`src/rtl/timer_a_pkg.sv`:
```
// Shared definitions for timer_a: register offsets, TACTL encodings,
// bit positions and TACTL pack/unpack helpers.
package timer_a_pkg;

  localparam int unsigned TACTL_OFF   = 'h00;
  localparam int unsigned TACCTL0_OFF = 'h02;
  localparam int unsigned TAR_OFF     = 'h10;
  localparam int unsigned TACCR0_OFF  = 'h12;

  typedef enum logic [1:0] {
    MC_STOP = 2'b00,
    MC_UP   = 2'b01,
    MC_CONT = 2'b10,
    MC_UPDN = 2'b11
  } mc_e;

  localparam logic [1:0] TASSEL_ACLK  = 2'b01;
  localparam logic [1:0] TASSEL_SMCLK = 2'b10;

  localparam int TASSEL_LSB = 8;
  localparam int ID_LSB     = 6;
  localparam int MC_LSB     = 4;
  localparam int TACLR_BIT  = 2;
  localparam int TAIE_BIT   = 1;
  localparam int TAIFG_BIT  = 0;
  localparam int CCIE_BIT   = 4;
  localparam int CCIFG_BIT  = 0;

  typedef struct packed {
    logic [1:0] tassel;
    logic [1:0] id;
    mc_e        mc;
    logic       taie;
    logic       taifg;
  } tactl_t;

  // TACLR and bit 3 are not stored and always read back as 0.
  function automatic logic [15:0] tactl_word(tactl_t c);
    return {6'b0, c.tassel, c.id, c.mc, 2'b00, c.taie, c.taifg};
  endfunction

  function automatic tactl_t tactl_load(logic [15:0] w, logic hw_set);
    tactl_t c;
    c.tassel = w[TASSEL_LSB+:2];
    c.id     = w[ID_LSB+:2];
    c.mc     = mc_e'(w[MC_LSB+:2]);
    c.taie   = w[TAIE_BIT];
    c.taifg  = w[TAIFG_BIT] | hw_set;
    return c;
  endfunction

endpackage

```
`src/rtl/timer_a_if.sv`:
```
// Peripheral bus bundle for timer_a: register access, CCR0 ack, irqs.
// master = bus side, slave = timer side.
interface timer_a_if #(
  parameter int ADDR_W = 5
);
  logic [ADDR_W-1:0] addr;
  logic              we;
  logic [15:0]       wdata;
  logic [15:0]       rdata;
  logic              ccr0_ack;
  logic              irq_ccr0;
  logic              irq_ta;

  modport master (
    output addr, we, wdata, ccr0_ack,
    input  rdata, irq_ccr0, irq_ta
  );

  modport slave (
    input  addr, we, wdata, ccr0_ack,
    output rdata, irq_ccr0, irq_ta
  );
endinterface

```
`src/rtl/timer_a_tickgen.sv`:
```
// Count-tick generator: ACLK rising-edge detect, source mux, divider.
// Ports: MCLK, reset, ACLK, tassel, id, run, clr -> count_tick.
module timer_a_tickgen
  import timer_a_pkg::*;
(
  input  logic       MCLK,
  input  logic       reset,
  input  logic       ACLK,
  input  logic [1:0] tassel,
  input  logic [1:0] id,
  input  logic       run,
  input  logic       clr,
  output logic       count_tick
);

  logic       aclk_q;
  logic [2:0] div;
  logic [2:0] lim;
  logic       src_tick;
  logic       step;

  always_comb begin
    src_tick = 1'b0;
    unique case (1'b1)
      (tassel == TASSEL_ACLK):  src_tick = ACLK & ~aclk_q;
      (tassel == TASSEL_SMCLK): src_tick = 1'b1;
      default:                  src_tick = 1'b0;
    endcase
  end

  // id=3 gives 3'b000-1 = 7, i.e. divide by 8.
  assign lim        = (3'b001 << id) - 3'd1;
  assign step       = run & src_tick;
  assign count_tick = step & (div == lim);

  // An ID change lands at the next wrap: the counter is never
  // reloaded, it just runs on until it meets the new limit.
  always_ff @(posedge MCLK) begin
    if (reset) begin
      aclk_q <= 1'b0;
      div    <= '0;
    end else begin
      aclk_q <= ACLK;
      if (clr)
        div <= '0;
      else if (step)
        div <= (div == lim) ? 3'd0 : div + 3'd1;
    end
  end

endmodule

```
`src/rtl/timer_a.sv`:
```
// Simplified Timer_A: 16-bit TAR, compare-only CCR0, TAIFG/CCIFG irqs.
// Ports: MCLK, reset, ACLK, bus (timer_a_if.slave).
module timer_a
  import timer_a_pkg::*;
#(
  parameter int          ADDR_W  = 5,
  parameter logic [15:0] TAR_RST = 16'h0000
) (
  input  logic       MCLK,
  input  logic       reset,
  input  logic       ACLK,
  timer_a_if.slave   bus
);

  localparam logic [ADDR_W-1:0] A_CTL  = ADDR_W'(TACTL_OFF);
  localparam logic [ADDR_W-1:0] A_CCTL = ADDR_W'(TACCTL0_OFF);
  localparam logic [ADDR_W-1:0] A_TAR  = ADDR_W'(TAR_OFF);
  localparam logic [ADDR_W-1:0] A_CCR  = ADDR_W'(TACCR0_OFF);

  tactl_t      ctl;
  logic        ccie;
  logic        ccifg;
  logic [15:0] tar;
  logic [15:0] ccr0;
  logic        down;

  logic        wr_ctl, wr_cctl, wr_tar, wr_ccr;
  logic        clr, count_tick, cnt;
  logic        hold, set_cc, set_ta, down_nx;
  logic [15:0] inc, dec, tar_nx;
  logic [15:0] rd;

  assign wr_ctl  = bus.we & (bus.addr == A_CTL);
  assign wr_cctl = bus.we & (bus.addr == A_CCTL);
  assign wr_tar  = bus.we & (bus.addr == A_TAR);
  assign wr_ccr  = bus.we & (bus.addr == A_CCR);
  assign clr     = wr_ctl & bus.wdata[TACLR_BIT];

  timer_a_tickgen u_tickgen (
    .MCLK       (MCLK),
    .reset      (reset),
    .ACLK       (ACLK),
    .tassel     (ctl.tassel),
    .id         (ctl.id),
    .run        (ctl.mc != MC_STOP),
    .clr        (clr),
    .count_tick (count_tick)
  );

  // A TAR load or TACLR owns TAR this cycle: the tick is dropped
  // along with the flags it would have raised.
  assign cnt  = count_tick & ~wr_tar & ~clr;
  assign inc  = tar + 16'd1;
  assign dec  = tar - 16'd1;
  assign hold = (ccr0 == '0) & (tar == '0) &
                ((ctl.mc == MC_UP) | (ctl.mc == MC_UPDN));

  always_comb begin
    tar_nx  = tar;
    down_nx = down;
    set_cc  = 1'b0;
    set_ta  = 1'b0;
    if (cnt && !hold) begin
      unique case (ctl.mc)
        MC_UP: begin
          if (tar == ccr0) begin
            tar_nx = '0;
            set_ta = 1'b1;
          end else begin
            tar_nx = inc;
            set_ta = &tar;
            set_cc = (inc == ccr0);
          end
        end
        MC_CONT: begin
          tar_nx = inc;
          set_ta = &tar;
          set_cc = (inc == ccr0);
        end
        MC_UPDN: begin
          if (!down) begin
            tar_nx = inc;
            set_ta = &tar;
            if (inc == ccr0) begin
              set_cc  = 1'b1;
              down_nx = 1'b1;
            end
          end else if (tar == '0) begin
            down_nx = 1'b0;
          end else begin
            tar_nx = dec;
            if (dec == '0) begin
              set_ta  = 1'b1;
              down_nx = 1'b0;
            end
          end
        end
        MC_STOP: ;
      endcase
    end
  end

  // Hardware flag sets are ORed in last so they beat a same-cycle
  // software clear or ccr0_ack.
  always_ff @(posedge MCLK) begin
    if (reset) begin
      ctl   <= '0;
      ccie  <= 1'b0;
      ccifg <= 1'b0;
      tar   <= TAR_RST;
      ccr0  <= '0;
      down  <= 1'b0;
    end else begin
      tar  <= wr_tar ? bus.wdata : (clr ? TAR_RST : tar_nx);
      down <= clr ? 1'b0 : down_nx;
      if (wr_ctl)
        ctl <= tactl_load(bus.wdata, set_ta);
      else
        ctl.taifg <= ctl.taifg | set_ta;
      if (wr_ccr)
        ccr0 <= bus.wdata;
      if (wr_cctl) begin
        ccie  <= bus.wdata[CCIE_BIT];
        ccifg <= bus.wdata[CCIFG_BIT] | set_cc;
      end else begin
        ccifg <= set_cc | (ccifg & ~bus.ccr0_ack);
      end
    end
  end

  always_comb begin
    rd = '0;
    unique case (1'b1)
      (bus.addr == A_CTL):  rd = tactl_word(ctl);
      (bus.addr == A_CCTL): rd = {11'b0, ccie, 3'b0, ccifg};
      (bus.addr == A_TAR):  rd = tar;
      (bus.addr == A_CCR):  rd = ccr0;
      default:              rd = '0;
    endcase
  end

  assign bus.rdata    = rd;
  assign bus.irq_ccr0 = ccie & ccifg;
  assign bus.irq_ta   = ctl.taie & ctl.taifg;

endmodule

```
`src/flat_wrapper.sv`:
```
// flat-port wrapper written by rule: the top's interface ports become plain ports
module timer_a_flat import timer_a_pkg::*;
#(
  parameter int          ADDR_W  = 5,
  parameter logic [15:0] TAR_RST = 16'h0000
)
  (MCLK, reset, ACLK, bus_addr, bus_we, bus_wdata, bus_ccr0_ack, bus_rdata, bus_irq_ccr0, bus_irq_ta);
  timer_a_if #(.ADDR_W(ADDR_W)) bus_i ();
  input  logic MCLK;
  input  logic reset;
  input  logic ACLK;
  input wire logic [$bits(bus_i.addr)-1:0] bus_addr;
  input wire logic [$bits(bus_i.we)-1:0] bus_we;
  input wire logic [$bits(bus_i.wdata)-1:0] bus_wdata;
  input wire logic [$bits(bus_i.ccr0_ack)-1:0] bus_ccr0_ack;
  output wire logic [$bits(bus_i.rdata)-1:0] bus_rdata;
  output wire logic [$bits(bus_i.irq_ccr0)-1:0] bus_irq_ccr0;
  output wire logic [$bits(bus_i.irq_ta)-1:0] bus_irq_ta;
  assign bus_i.addr = bus_addr;
  assign bus_i.we = bus_we;
  assign bus_i.wdata = bus_wdata;
  assign bus_i.ccr0_ack = bus_ccr0_ack;
  assign bus_rdata = bus_i.rdata;
  assign bus_irq_ccr0 = bus_i.irq_ccr0;
  assign bus_irq_ta = bus_i.irq_ta;
  timer_a #(.ADDR_W(ADDR_W), .TAR_RST(TAR_RST)) u_core (.MCLK(MCLK), .reset(reset), .ACLK(ACLK), .bus(bus_i));
endmodule
```
`config.mk`:
```
export PLATFORM = sky130hd
export DESIGN_NAME = timer_a_flat
export DESIGN_NICKNAME = d
export VERILOG_FILES = /design/src/rtl/timer_a_pkg.sv /design/src/rtl/timer_a_if.sv /design/src/rtl/timer_a_tickgen.sv /design/src/rtl/timer_a.sv /design/src/flat_wrapper.sv
export SDC_FILE = /design/constraint.sdc
export NUM_CORES = 1
export LEC_CHECK = 0
export CAP_MARGIN = 10
export CORE_MARGIN = 5
export CORE_UTILIZATION = 48
export CTS_CLUSTER_DIAMETER = 80
export DETAILED_ROUTE_END_ITERATION = 10
export PLACE_DENSITY = 0.7
export SLEW_MARGIN = 20
export SYNTH_ARGS = -nofsm -noshare
export SYNTH_HDL_FRONTEND = slang
export SYNTH_SLANG_ARGS = --single-unit
export TNS_END_PERCENT = 1
```
`constraint.sdc`:
```
create_clock -name MCLK -period 3.9 [get_ports MCLK]
set_clock_uncertainty 0.2 [all_clocks]
set_input_delay 1.17 -clock MCLK [delete_from_list [all_inputs] [get_ports MCLK]]
set_output_delay 1.17 -clock MCLK [all_outputs]
set_load 0.02 [all_outputs]
```
==> results of run 1 <==
[metal layers]
layer | track usage [%] | share of wire [%] | vias up
li1 | - | - | 1959
met5 | 0 | 0 | -
met3 | 3.75 | 6.1 | 26
met2 | 40.3 | 46 | 164
met4 | 8.51 | 2.6 | 0
met1 | 32.9 | 45 | 1867
[placed cells by master, fill, tap and decap left out, types with 4 or more instances in the layout]
cell / instances
a211oi_1: 4
a21oi_1: 37
a22o_1: 17
a22oi_1: 8
and2_1: 8
and3_1: 4
buf_2: 6
buf_4: 29
clkbuf_8: 5
clkdlybuf4s50_1: 22
dfxtp_1: 47
dlygate4sd2_1: 4
ha_1: 6
inv_1: 9
mux2i_1: 8
nand2_1: 88
nand3_1: 12
nand3b_1: 6
nand4_1: 9
nand4b_1: 5
nor2_1: 48
nor2b_1: 5
nor3_1: 18
nor3b_1: 7
nor4_1: 12
o211ai_1: 5
o21ai_0: 24
o21ai_1: 6
o31ai_1: 8
or2_2: 4
or3_1: 5
xnor2_1: 14
xor2_1: 15
[how the worst max path moves through the flow]
stage	cells past startpoint	to
after floorplan	4	bus_rdata[10]
after global placement	8	bus_rdata[8]
after detailed placement	8	bus_rdata[1]
after CTS	6	bus_rdata[8]
after global routing	8	bus_rdata[8]
final	7	bus_rdata[11]
[area by class of cell]
cell class | count | area share [%]
inverter | 9 | 0.755
clock buffer | 5 | 1.54
tap | 102 | 2.85
timing repair buffer | 69 | 13.9
clock inverter | 3 | 1.51
sequential | 47 | 21.0
multi-input combinational | 427 | 58.4
[per-stage QoR]
stage	utilization (%)	hold WS, ps	power, mW	setup slack, ps
after global routing	58.2	297	1.09	2.82
after detailed placement	56.5	263	0.629	-610
final	58.2	280	1.06	77.9
after CTS	58.2	275	1.06	37.7
after global placement	56.5	258	0.629	-596
after floorplan	-	245	0.575	178
[cell families (layout without fill, tap and decap cells)]
family          after synthesis  in the layout  synth area share [%]
xor+xnor                     29             29                  6.71
fa+ha+maj                     6              6                  1.98
simple gates                246            246                  31.9
mux                           8              8                  2.11
compound gates              138            138                  24.9
buf+inv                      53             86                  7.50
flops                        47             47                  24.8
[tightest hold or removal path, cell delays in order, from the launching register on]
cell and delay (ps):
dfxtp_1 330, nand2_1 60, a21oi_1 50
[sequential cells by signal (all words and copies together), names as in the netlist]
signal	cells
u_core.ccr0	16
u_core.tar	16
u_core.ctl	8
u_core.u_tickgen.div	3
u_core.ccie	1
u_core.ccifg	1
u_core.down	1
u_core.u_tickgen.aclk_q	1
[where the power goes]
group / internal [mW] / switching [mW] / total, mW / leakage [nW]
Clock: 0.256 / 0.178 / 0.434 / 0.0644
Combinational: 0.0561 / 0.0766 / 0.133 / 1.21
Sequential: 0.483 / 0.00712 / 0.490 / 0.379
Total: 0.795 / 0.262 / 1.06 / 1.65
[synthesized netlist by cell type (6+ instances only)]
| library cell | instances |
|---|---|
| nor3b_1 | 7 |
| xor2_1 | 15 |
| nand2_1 | 88 |
| a22o_1 | 17 |
| inv_1 | 9 |
| and2_1 | 10 |
| nor2_1 | 48 |
| buf_6 | 7 |
| nand3_1 | 12 |
| o21ai_1 | 6 |
| o21ai_0 | 24 |
| ha_1 | 6 |
| nand3b_1 | 6 |
| a22oi_1 | 8 |
| mux2i_1 | 8 |
| clkbuf_1 | 29 |
| dfxtp_1 | 47 |
| nor3_1 | 19 |
| o31ai_1 | 9 |
| nand4_1 | 9 |
| nor4_1 | 13 |
| xnor2_1 | 14 |
| a21oi_1 | 37 |
[timing repair]
| item | in CTS | in global routing |
|---|---|---|
| hold buffers | 0 | 0 |
| endpoints found under the setup margin | 16 | 4 |
| setup buffers | 1 | 0 |
| pin swaps | 3 | 1 |
| gates resized for setup | 86 | 1 |
==> results.cfg, run 1 <==
[grt]
grt_start_max_net_pins = 24
aggregate_global_routing_overflow = 0
number_of_global_route_vias_before_repair = 3767
gr-usage-all-layers_pct = 24.6
global_route_wire_length_before_repair_um = 19500
antenna_found_initial = 0

[routing]
route.detailed.wl_per_inst_um = 18.3
drc = 0
drt-initial-drc-count = 282
vias_per_cell = 6.07
antenna_violating_nets_post_route = 0
postRouteWirelength_um = 12100
first_pass_iters = 5
dr_total_vias = 4016

[critical_path]
largest_incremental_delay_on_the_critical_path_ps = 270
timing.critical_path.from = bus_addr[2]
path_cells = dlygate4sd2_1 -> buf_4 -> nor4_4 -> and2_4 -> buf_12 -> a22o_1 -> buf_6
worstPathMaxFanout = 8
cp.required_ps = 2530
reg_to_reg_critical_path_startpoint = u_core.tar[0]
reg2regPathDepth = 8
slowest_cell_on_the_critical_path = nor4_4
critical_path_buf_inv_count = 4
arrival_ps = 2450
ff2ff_setup_slack_ps = 670
critPathTopFamily = buffers and inverters
worst-setup-path-type = in2out
crit_path_start_kind = input pin
rr_endpoint = u_core.ccifg
endpoint_kind = output port

[logic_synthesis]
synth_async_sr_flop_share_pct = 0
synth.yosys.seq_area_share_pct = 24.8
synth_ff_type = dfxtp_1
synthesized_netlist_cell_count = 527
ys_ff_latch = 47
mappedNetlistNets = 559
synth.top_cells.by_area = dfxtp_1 25%, nand2_1 8.7%, a21oi_1 4.9%
syn_area_um2 = 3790
synth.distinct_cells = 63
synth_edf_count = 0
synth_area_per_cell_um2 = 7.19
synth_top_area_share_pct = 24.8
yosys_warnings = 0
synthDominantAreaCellType = dfxtp_1

[place]
gpl.final_weighted_congestion = 0.971
dp_hpwl_um = 9090
placed_area_um2 = 4340
portBuffers = 43
dp_cells = 653

[layout]
total_area_of_multi_input_combinational_cells_um2 = 2610
layout.nets = 591
stdcell_count = 662
nFillCells = 765
post_route_cells_drive_above_1_share_pct = 12.5
ff_latch_area_um2 = 941
syn2layout_area_growth_pct = 18.1
num_antenna_cells = 0
design_area_um2 = 4470

[floorplanning]
die-area_um2 = 9770
initial_core_util_pct = 49.3
core_rows = 32
design.portCount = 44
die_w_um = 98.8
die_height_um = 98.8
floorplan.core_area_um2 = 7690

[timing]
slew-limit-headroom_pct = 53.7
rsz0062_at_grt = false
worst-slew-pin-transition_ps = 688
fmax_mhz = 262
layout_min_cycle_time_ps = 3820
fin_tns_setup_ps = 0
fin_hold_viols = 0
timing.final.max_slew_violations = 0
report.final.setup_viol = 0
period_share_pct = 98.0

[clock_network]
htree_levels = 2
clkSlewWorstSetupHoldPaths_ps = 80
insertion_delay_ps = 320
cts-root-buf = clkbuf_8
cts_made_buffers = 5
number_of_buffers_on_the_longest_clock_path = 2
cts.sinks = 47
cts_tree = yes

[hold_path]
hp-class = reg2reg
hold_path_depth = 2
worst_hold_path.endpoint = u_core.ctl[1]
holdCritStartpoint = u_core.ctl[1]

[run_status]
outcome = finished clean

[flow_run]
cap_viol_max_count = 0

[power_and_ir_drop]
vdd_ir_drop_max_v = 0.000189
pwr_density_cell_nw_per_um2 = 236
p_leak_nw = 1.65
No activity file was read; power rests on OpenSTA's default activity.
==> run 2: changes to the inputs <==
SYNTH_HIERARCHICAL = 1   (was unset)
TNS_END_PERCENT = 20   (was 1)
clock period = 4.4 ns   (was 3.9 ns; I/O delays follow)
==> run 2 against run 1 <==
Net effect: first-iteration DRC count is 49% higher; synthesized area hardly changed; clock-buffer cell count stayed put; synthesized cell count is 4.9% lower; critical path type unchanged; largest cell class unchanged; largest power group unchanged.
==> results.cfg, run 2 <==
[routing]
first_pass_iters = 5
postRouteWirelength_um = 13000
dr_total_vias = 4081
route.detailed.wl_per_inst_um = 20.7
drc = 0
drt-initial-drc-count = 421
vias_per_cell = 6.50
antenna_violating_nets_post_route = 0

[clock_network]
cts.sinks = 47
cts_tree = yes
post_cts_setup_repair_bufs = 0
clkSlewWorstSetupHoldPaths_ps = 90
cts_made_buffers = 5
cts-hold-fix-buffers = 0
htree_levels = 2
insertion_delay_ps = 320
number_of_buffers_on_the_longest_clock_path = 2
cts-root-buf = clkbuf_8

[power_and_ir_drop]
combinationalPowerShare_pct = 13.0
pwr_density_cell_nw_per_um2 = 200
power_frac_clock_pct = 37.8
power.share.sequential_pct = 49.2
p_leak_nw = 1.59
vdd_ir_drop_max_v = 0.000133
cellInternalPower_mw = 0.640
net-switching-power_mw = 0.239
netSwitchingFraction_pct = 27.2

[floorplanning]
die_height_um = 98.8
die-area_um2 = 9760
die_w_um = 98.8
floorplan.core_area_um2 = 7690
initial_core_util_pct = 49.3
design.portCount = 44
core_rows = 32

[layout]
nFillCells = 763
reg.largest.list = u_core/ccr0 (16), u_core/tar (16), u_core/ctl (8)
stdcell_count = 628
num_antenna_cells = 0
post_route_cells_drive_above_1_share_pct = 13.9
total_area_of_multi_input_combinational_cells_um2 = 2620
most-common-layout-cells = 66 x nand2_1, 47 x dfxtp_1, 43 x a21oi_1
ff_latch_area_um2 = 941
layout.nets = 558
syn2layout_area_growth_pct = 16.3
most_common_library_cell_in_the_layout_ignoring_fill_and_taps = nand2_1

[flow_run]
cap_viol_max_count = 0

[grt]
number_of_global_route_vias_before_repair = 3784
gr-usage-all-layers_pct = 26.5
global_route_wire_length_before_repair_um = 20700
aggregate_global_routing_overflow = 0
antenna_found_initial = 0
grt_start_max_net_pins = 50

[logic_synthesis]
synth_ff_type = dfxtp_1
synth_top_area_share_pct = 24.9
synthDominantAreaCellType = dfxtp_1
synth.distinct_cells = 67
synth.yosys.seq_area_share_pct = 24.9
synth_async_sr_flop_share_pct = 0
synthesized_netlist_cell_count = 501
synth_edf_count = 0
synth_area_per_cell_um2 = 7.56
mappedNetlistNets = 533
synthMostInstantiatedCell = nand2_1
synth_common_cells = 66 x nand2_1, 47 x dfxtp_1, 43 x a21oi_1
syn_area_um2 = 3790
synth.top_cells.by_area = dfxtp_1 25%, nand2_1 6.5%, a21oi_1 5.7%
yosys_warnings = 6
ys_ff_latch = 47

[timing]
timing.final.max_slew_violations = 0
period_share_pct = 98.2
final.hold.worst_slack_ps = 277
report.final.setup_viol = 0
rsz0062_at_grt = false
slew-limit-headroom_pct = 31.0
worst-slew-pin-transition_ps = 1030
post-route-worst-setup-slack_ps = 80.1
layout_min_cycle_time_ps = 4320
fin_hold_viols = 0
fmax_mhz = 231

[place]
dp_hpwl_um = 9420
gpl.final_weighted_congestion = 0.936
dp_cells = 620
pre_cts_ws_ps = -508
portBuffers = 43

[critical_path]
cp.required_ps = 2880
worstPathMaxFanout = 9
endpoint_kind = output port
arrival_ps = 2800
crit_path_start_kind = input pin
worst-setup-path-type = in2out

[run_status]
outcome = finished clean

[hold_path]
hp-class = reg2reg
==> run 2: cell count changes after synthesis, moves of 7 or more <==
cell     delta
inv_1       +8
nand2_1    -22
nand3_1    +12
nor2_1     -15
o21ai_0    -18
o31ai_1     -7
o32ai_2     +9
==> run 2: cell type report <==
cell class	instances	area share, %
flip-flops and latches	47	21.4
well taps	102	2.90
clock inverters	2	0.853
multi-input cells	396	59.6
clock buffers	5	1.56
inverters	17	1.45
repair buffers	59	12.3
==> run 2: cell families (layout without fill, tap and decap cells) <==
family	after synthesis	after routing	share of synthesized area [%]
xor+xnor	26	26	6.01
mux	2	2	0.529
simple gates	212	212	29.1
flops	47	47	24.9
compound gates	150	150	30.6
buf+inv	58	83	6.84
fa+ha+maj	6	6	1.98
==> run 2: metal layers <==
metal  global-route usage [%]  routed length (µm)
met5                        0                   0
met2                     40.7                5810
met4                     11.6                 466
met1                     36.1                5560
met3                     4.81                1150
==> run 2: critical path, stage by stage <==
cell	delay, ps
dlygate4sd2_1	270
buf_4	150
nor4b_4	330
and2_4	210
buf_12	120
a22o_1	140
clkdlybuf4s15_2	270
==> run 2: final timing paths <==
check | start | endpoint | slack (ps) | cells past startpoint
max | bus_addr[0] | bus_rdata[3] | 80 | 7
min reg2reg | u_core/ccie | u_core/ccie | 280 | 2
min | u_core/ccie | u_core/ccie | 280 | 2
max reg2reg | u_core/tar[1] | u_core/tar[3] | 1190 | 9
==> run 2: timing repair <==
item	in CTS	in global routing
pin swaps	2	2
endpoints found under the setup margin	16	16
gates cloned	1	0
gates resized for setup	62	10
==> run 2: through the flow <==
stage	setup TNS (ps)	instance area, µm²	utilization (%)	power, mW
after floorplan	0	3790	-	0.506
after global placement	-7110	4290	55.9	0.553
after detailed placement	-7530	4290	55.9	0.554
after CTS	-317	4410	57.4	0.881
after global routing	0	4400	57.3	0.911
final	0	4400	57.3	0.879
==> run 2: power groups by stage <==
stage                     combinational, mW  sequential, mW  clock, mW
after global placement                0.111           0.443          0
final                                 0.114           0.433      0.332
after CTS                             0.113           0.433      0.335
after global routing                  0.121           0.433      0.356
after detailed placement              0.112           0.443          0
after floorplan                      0.0660           0.440          0
==> run 3: changes to the inputs <==
ABC_AREA = 0   (was unset)
clock period = 4.9 ns   (was 4.4 ns; I/O delays follow)
==> run 3 against run 2 <==
Net effect: critical endpoint is now bus_rdata[12]; clock power is 20% lower; worst setup slack worse by 25 ps; critical path depth is 1 lower; clock-buffer cell count is 1 higher; sequential share of layout area is 0.17 points higher; critical path type unchanged.
==> results.cfg, run 3 (synthesis gave the netlist of run 2 again) <==
[run_status]
outcome = finished clean

[critical_path]
slowest_cell_on_the_critical_path = clkdlybuf4s50_1
endpoint_kind = output port
reg_to_reg_critical_path_startpoint = u_core/tar[1]
path_cells = clkdlybuf4s50_1 -> nor4_4 -> and2_1 -> buf_12 -> a22o_1 -> clkdlybuf4s15_1
worst-setup-path-type = in2out
crit_path_start_kind = input pin
timing.critical_path.from = bus_addr[0]
cp.required_ps = 3230
largest_incremental_delay_on_the_critical_path_ps = 500
arrival_ps = 3170
reg2regPathDepth = 9
worstPathMaxFanout = 8

[clock_network]
post_cts_setup_repair_bufs = 0
cts.sinks = 47
cts-hold-fix-buffers = 0
insertion_delay_ps = 320
number_of_buffers_on_the_longest_clock_path = 2
cts_tree = yes
cts-root-buf = clkbuf_8
clkSlewWorstSetupHoldPaths_ps = 90
htree_levels = 2
cts_made_buffers = 5

[place]
pre_cts_ws_ps = -285
placed_area_um2 = 4280
dp_hpwl_um = 9590
portBuffers = 43
gpl.final_weighted_congestion = 0.931

[timing]
report.final.setup_viol = 0
final.hold.worst_slack_ps = 276
timing.final.max_slew_violations = 0
worst-slew-pin-transition_ps = 1040
fin_hold_viols = 0
post-route-worst-setup-slack_ps = 55.1
rsz0062_at_grt = false
period_share_pct = 98.9
layout_min_cycle_time_ps = 4840
fmax_mhz = 206
slew-limit-headroom_pct = 30.5

[layout]
layout.nets = 555
num_antenna_cells = 0
most-common-layout-cells = 66 x nand2_1, 47 x dfxtp_1, 43 x a21oi_1
reg.largest.list = u_core/ccr0 (16), u_core/tar (16), u_core/ctl (8)
syn2layout_area_growth_pct = 15.3
design_area_um2 = 4370
nFillCells = 744
post_route_cells_drive_above_1_share_pct = 11.6
most_common_library_cell_in_the_layout_ignoring_fill_and_taps = nand2_1

[floorplanning]
design.portCount = 44
die_w_um = 98.8
initial_core_util_pct = 49.3
die-area_um2 = 9760
die_height_um = 98.8
core_rows = 32
floorplan.core_area_um2 = 7690

[hold_path]
hp-class = reg2reg
hold_path_depth = 2
holdCritStartpoint = u_core/ccie

[routing]
first_pass_iters = 5
drt-initial-drc-count = 470
route.detailed.wl_per_inst_um = 21.2
drc = 0
antenna_violating_nets_post_route = 0
postRouteWirelength_um = 13300
dr_total_vias = 4159
vias_per_cell = 6.64

[grt]
grt_start_max_net_pins = 50
antenna_found_initial = 0
aggregate_global_routing_overflow = 0
gr-usage-all-layers_pct = 26.8
global_route_wire_length_before_repair_um = 21000
number_of_global_route_vias_before_repair = 3788

[flow_run]
cap_viol_max_count = 0

[power_and_ir_drop]
pwr_density_cell_nw_per_um2 = 173
vdd_ir_drop_max_v = 0.0000927
p_leak_nw = 1.64
run 3: worst max-delay path: cells and delay by family:
family                 cells  cell delay (ps)
buffers and inverters      3              950
and+or+nand+nor            2              620
AOI/OAI and AO/OA          1              140
run 3: final timing paths:
kind	to	slack (ps)
setup / recovery	bus_rdata[12]	60
hold / removal	u_core/ccie	280
setup reg to reg	u_core/tar[10]	1620
hold reg to reg	u_core/ccie	280
run 3: metal layers:
metal	track usage, %	up-vias	routed length [µm]	part of all wire (%)
met2	41.7	242	5960	45
met3	5.87	33	1350	10
met1	37.4	1973	5680	43
met5	0	-	0	0
li1	-	1911	-	-
met4	7.04	0	308	2.3
run 3: final cells by class:
cell class	instances	area, µm²	share of cell area, %
clock inverters	2	16.3	0.372
flip-flops and latches	47	941	21.5
repair buffers	56	519	11.9
multi-input cells	396	2620	59.9
clock buffers	6	82.6	1.89
inverters	17	63.8	1.46
well taps	102	128	2.92
run 3: timing repair:
item	4_1_cts	5_1_grt
setup endpoints to repair	16	15
resized for setup	13	26
pin swaps	0	0
run 3: per-stage QoR:
stage / TNS, ps / util [%] / cells / power (mW)
6_report: 0 / 56.8 / 626 / 0.757
3_5_place_dp: -3630 / 55.7 / 618 / 0.498
2_1_floorplan: 0 / - / 501 / 0.455
3_3_place_gp: -3110 / 55.7 / 618 / 0.496
4_1_cts: -944 / 56.9 / 626 / 0.759
5_1_grt: 0 / 56.8 / 626 / 0.784
run 3: where the power goes:
group	switching [mW]	leakage [nW]	total, mW	internal, mW
Sequential	0.00472	0.379	0.389	0.384
Clock	0.149	0.0474	0.265	0.116
Combinational	0.0623	1.21	0.104	0.0412
Total	0.216	1.64	0.757	0.541
